<file path="config.mk">
export PLATFORM = sky130hd
export DESIGN_NAME = irq_pc_trigger_ctrl
export DESIGN_NICKNAME = d
export VERILOG_FILES = /design/src/rtl/irq_pc_trigger_ctrl.sv
export SDC_FILE = /design/constraint.sdc
export NUM_CORES = 1
export LEC_CHECK = 0
export ABC_AREA = 0
export CAP_MARGIN = 40
export CORE_UTILIZATION = 45
export DETAILED_ROUTE_END_ITERATION = 10
export GPL_ROUTABILITY_DRIVEN = 0
export GPL_TIMING_DRIVEN = 1
export PLACE_DENSITY = 0.71
export SYNTH_ARGS = -nofsm -noshare
export SYNTH_HDL_FRONTEND = slang
export SYNTH_SLANG_ARGS = --single-unit
</file>
<file path="constraint.sdc">
create_clock -name clk -period 8.7 [get_ports clk]
set_input_delay 0.87 -clock clk [delete_from_list [all_inputs] [get_ports clk]]
set_output_delay 0.87 -clock clk [all_outputs]
set_load 0.005 [all_outputs]
</file>
<file path="src/rtl/irq_pc_trigger_ctrl.sv">
// irq_pc_trigger_ctrl
// Multi-channel external-interrupt stimulus source for a CPU test harness.
// Each channel watches the macroscopic PC for entry into a programmable
// address window and raises a pending bit. The pending bits are OR'd into a
// single interrupt line. The CPU clears one pending bit, the lowest-index one,
// by storing to ACK_ADDR.
// Optional feature: define IRQ_HOLDOFF_EN to suppress all fires for HOLDOFF
// cycles after every acknowledge.
module irq_pc_trigger_ctrl #(
   parameter int          N_CH     = 4,
   parameter int          CH_W     = 2,
   parameter int          CNT_W    = 4,
   parameter logic [31:0] ACK_ADDR = 32'h7F20,
   parameter int          HOLDOFF  = 8
) (
   input  logic             clk,
   input  logic             reset,
   input  logic [31:0]      macroscopic_pc,
   input  logic [31:0]      m_data_addr,
   input  logic [3:0]       m_data_byteen,
   input  logic             cfg_we,
   input  logic [CH_W-1:0]  cfg_ch,
   input  logic [31:0]      cfg_lo,
   input  logic [31:0]      cfg_hi,
   input  logic [CNT_W-1:0] cfg_count,
   output logic             interrupt,
   output logic [N_CH-1:0]  irq_pending,
   output logic [CH_W-1:0]  irq_id
);

   localparam int HO_W = (HOLDOFF < 1) ? 1 : $clog2(HOLDOFF + 1);

   // Per-channel configuration and match history
   logic [31:0]      lo_reg    [N_CH];
   logic [31:0]      hi_reg    [N_CH];
   logic [CNT_W-1:0] count_reg [N_CH];
   logic [N_CH-1:0]  hist_reg;

   // Output registers
   logic [N_CH-1:0]  pending_reg;
   logic [N_CH-1:0]  pending_next;
   logic             interrupt_reg;
   logic [CH_W-1:0]  irq_id_reg;
   logic [CH_W-1:0]  irq_id_next;

   // Decoded per-cycle terms
   logic [31:0]      pc_w;
   logic [31:0]      ack_w;
   logic             ack_store;
   logic             ack_valid;
   logic [N_CH-1:0]  ack_mask;
   logic [N_CH-1:0]  in_win;
   logic [N_CH-1:0]  cfg_hit;
   logic [N_CH-1:0]  fire;
   logic [N_CH-1:0]  hist_next;
   logic [N_CH-1:0]  pending_after_ack;
   logic             fire_block;

   assign pc_w      = macroscopic_pc & ~32'd3;
   assign ack_w     = m_data_addr & ~32'd3;
   assign ack_store = (|m_data_byteen) && (ack_w == ACK_ADDR);
   // An ack with nothing pending has no effect at all
   assign ack_valid = ack_store && (|pending_reg);

   genvar gi;
   generate
      for (gi = 0; gi < N_CH; gi++) begin : g_ch
         // Unsigned inclusive window; lo > hi can never match
         assign in_win[gi]   = (lo_reg[gi] <= pc_w) && (pc_w <= hi_reg[gi]);
         // Indices >= N_CH never match any channel, so such writes are ignored
         assign cfg_hit[gi]  = cfg_we && (cfg_ch == CH_W'(gi));
         assign ack_mask[gi] = ack_valid && (irq_id_reg == CH_W'(gi));
         // Pending is tested after the ack so ack+fire on one channel re-arms it
         assign fire[gi]     = in_win[gi] && !hist_reg[gi]
                               && (count_reg[gi] != '0)
                               && !pending_after_ack[gi]
                               && !cfg_hit[gi] && !fire_block;
         // A config write forgets history so a PC already inside fires next cycle
         assign hist_next[gi] = cfg_hit[gi] ? 1'b0 : in_win[gi];
      end
   endgenerate

   assign pending_after_ack = pending_reg & ~ack_mask;
   assign pending_next      = pending_after_ack | fire;

`ifdef IRQ_HOLDOFF_EN
   logic [HO_W-1:0] holdoff_reg;

   assign fire_block = (holdoff_reg != '0);

   // Holdoff counter: reloaded by each ack, counts down to zero
   always_ff @(posedge clk) begin
      if (!reset) begin
         holdoff_reg <= '0;
      end else if (ack_valid) begin
         holdoff_reg <= HO_W'(HOLDOFF);
      end else if (holdoff_reg != '0) begin
         holdoff_reg <= holdoff_reg - HO_W'(1);
      end
   end
`else
   assign fire_block = 1'b0;
`endif

   // Lowest-index pending channel of the next state; 0 when none pending
   always_comb begin
      irq_id_next = '0;
      for (int i = N_CH - 1; i >= 0; i--) begin
         if (pending_next[i]) begin
            irq_id_next = CH_W'(i);
         end
      end
   end

   // Channel configuration, fire budget and match history
   always_ff @(posedge clk) begin
      if (!reset) begin
         for (int i = 0; i < N_CH; i++) begin
            lo_reg[i]    <= '0;
            hi_reg[i]    <= '0;
            count_reg[i] <= '0;
         end
         hist_reg <= '0;
      end else begin
         for (int i = 0; i < N_CH; i++) begin
            if (cfg_hit[i]) begin
               lo_reg[i]    <= cfg_lo & ~32'd3;
               hi_reg[i]    <= cfg_hi & ~32'd3;
               count_reg[i] <= cfg_count;
            end else if (fire[i]) begin
               count_reg[i] <= count_reg[i] - CNT_W'(1);
            end
         end
         hist_reg <= hist_next;
      end
   end

   // Pending bits and the registered outputs derived from them
   always_ff @(posedge clk) begin
      if (!reset) begin
         pending_reg   <= '0;
         interrupt_reg <= 1'b0;
         irq_id_reg    <= '0;
      end else begin
         pending_reg   <= pending_next;
         interrupt_reg <= |pending_next;
         irq_id_reg    <= irq_id_next;
      end
   end

   assign interrupt   = interrupt_reg;
   assign irq_pending = pending_reg;
   assign irq_id      = irq_id_reg;

endmodule

</file>
==> summary.txt <==
Status - finished clean
Area contributors post-synth - edfxtp_1 (48%), ha_1 (19%), and2_1 (9.4%), inv_1 (4.0%), a21oi_1 (3.6%)
Worst setup SP type - input port
Post-synth ARST share - 0%
MaxCap Viol Count - 0
Clock root buffer - clkbuf_16
Hold EP - irq_pending[0]
# setup viols final - 0
Post-detail-place hpwl - 28,900 um
Vias - 11,200
RSZ-0062 raised after global routing - no
Critical path arrival - 4440 ps
Hold Buf Count CTS - 0
Hold Fails Final Rpt - 0
Mapped Nets - 1,827
Core Region - 34,800 sq um
Slew @ Worst Pin - 824 ps
Post-synth top area share - 48.0%
Wire length per cell - 18.8 um
Most frequent cells in the layout - edfxtp_1 (256), ha_1 (244), and2_1 (242)
Reg2reg start - hi_reg[0][29]
CP max-delay cell - clkdlybuf4s50_1
Length of the first detailed-routing pass in iterations - 5
Reg-to-Reg End - count_reg[0][2]
Synth unique cells - 55
Data required, critical path - 8960 ps
Fin. max-slew vios - 0
Port buffer count - 139
CP Cell Sequence - clkdlybuf4s50_1 -> inv_1 -> ha_1 -> nand4_1 -> nor4_1 -> nand2_1 -> o31a_1 -> nor4_2 -> o211ai_2 -> nor2b_4 -> or2_2
Fmax - 0.239 GHz
YS warnings - 0
FF-to-FF setup slack - 5300 ps
Post-Syn Area - 16,000 sq um
PwrDens - 173 nW/um^2
Post_cts resized - 0
Yosys top cell by area - edfxtp_1
Clock transition at path regs - 60 ps
Commonest non-fill, non-tap cell in the layout - edfxtp_1
Largest net degree at the start of global routing - 65
Routed wire length - 39,000 um
Post-CTS setup buffer count - 0
CTS tree - done
Via density - 5.42
Insertion delay to the later sink of the worst-skew pair - 550 ps
I/O pins - 148
#FFs+latches synth - 267
CP Capture Type - register
Hold Path Cell Cnt - 3
Setup CP Type - input port to register
Starting Density - 46.0%
Die area - 36,400 sq um
Crit path time final - 4180 ps
Average size of a mapped cell - 11.1 sq um
Min-Delay Startpoint - hist_reg[0]
TritonCTS Buffers - 28
Post-synth EDFFs - 256
NumNets Final - 1,980
Leak - 7.94 nW
Syn-to-layout area delta - 18.2%
Global-route wire length before repair - 61,600 um
Vias in the first global route - 11,400
GRT overflow - 0
Htree depth - 1
Die Wd - 191 um
DRT iter0 DRCs - 713
Total power - 3.28 mW
Sequential share of the synthesized area - 49.4%
Crit share post-route - 48.1%
DR DRC count - 0
Initial antenna violation count - 4
HP Class - register to register
Layout cell share with drive strength beyond 1 - 3.96%
CTS Sinks - 267
Peak supply drop - 0.000130 V
Clk buf depth - 3
Die height - 191 um
Slew margin rel. - 44.9%
Crit-path max cell delay - 630 ps
Setup TNS - 0 ps
Critical Path Fanout Max - 5
Worst Skew - 14.6 ps
GRT Total Usage - 22.1%
Routed Antenna Nets - 0
Gate Count Post-Synth - 1,442
Ys flop type - edfxtp_1
FP Rows - 68
Reg2reg path depth - 10
-- logic make-up after synthesis --
| family | after synthesis | synth area share [%] |
|---|---|---|
| AO/OA/AOI/OAI | 229 | 8.84 |
| XOR/XNOR | 8 | 0.437 |
| adder cells (fa/ha/maj) | 244 | 19.1 |
| buffers and inverters | 199 | 4.66 |
| flip-flops | 267 | 49.4 |
| AND/OR/NAND/NOR | 495 | 17.7 |
-- cell type report --
class / instances / area (sq um)
sequential: 267 / 7910
multi-input combinational: 976 / 7420
antenna: 4 / 10.0
clock inverter: 14 / 111
timing repair buffer: 150 / 1510
fill: 2902 / 15900
inverter: 172 / 646
tap: 455 / 569
clock buffer: 37 / 756
-- worst max path at each step --
stage / start / endpoint / slack, ps / depth (start not counted)
final: macroscopic_pc[31] / count_reg[0][2] / 4520 / 11
after global routing: macroscopic_pc[12] / count_reg[1][2] / 4340 / 11
after CTS: macroscopic_pc[12] / count_reg[1][1] / 4530 / 11
after detailed placement: macroscopic_pc[12] / count_reg[1][1] / 3970 / 11
after global placement: macroscopic_pc[27] / irq_id[1] / 3940 / 10
after floorplan: cfg_ch[0] / count_reg[0][0] / 2380 / 3
-- routing by layer --
metal,vias to the layer above,wire (um),track usage (%)
li1,5519,-,-
met1,5396,16500,27.9
met2,288,19700,39.3
met3,38,2190,3.68
met4,2,601,4.68
met5,-,13,0
-- synthesized netlist by cell type, types with 5 or more instances --
library cell  instances
xor2_1                6
o31ai_1               7
nand3_1              27
o31a_1                9
a32o_1                5
nand4_1              54
a211oi_1              6
nand2_1              71
nor2b_1               7
nand2b_1             15
a21boi_0              9
nor2_1               34
nor3_1               12
edfxtp_1            256
inv_1               171
a21oi_1             114
o21a_1                6
clkbuf_1             27
nor4_1               16
and2_1              242
o21ai_0              31
ha_1                244
a21o_1                8
dfxtp_1              11
a22oi_1               5
-- worst max-delay path: cells and delay by family --
family,cells,cell delay (ps)
AND/OR/NAND/NOR,6,1920
AO/OA/AOI/OAI,2,440
buffers and inverters,2,830
adder cells (fa/ha/maj),1,360
-- where the power goes --
| part | total (mW) | internal, mW | switching [mW] |
|---|---|---|---|
| Combinational | 0.564 | 0.246 | 0.319 |
| Clock | 1.16 | 0.665 | 0.492 |
| Sequential | 1.56 | 1.52 | 0.0388 |
| Total | 3.28 | 2.43 | 0.849 |
-- through the flow --
| stage | instance area (sq um) | std cells | utilization (%) | hold WS (ps) | worst slack [ps] |
|---|---|---|---|---|---|
| finish | 18900 | 2075 | 54.4 | 596 | 4520 |
| global route | 18900 | 2071 | 54.4 | 654 | 4340 |
| CTS | 18900 | 2071 | 54.4 | 592 | 4530 |
| detailed placement | 18100 | 2020 | 51.9 | 580 | 3970 |
| global placement | 18000 | 2017 | 51.7 | 583 | 3940 |
| floorplan | 16000 | 1442 | - | 552 | 2380 |
Note: power is estimated with default switching activity, not from simulation.
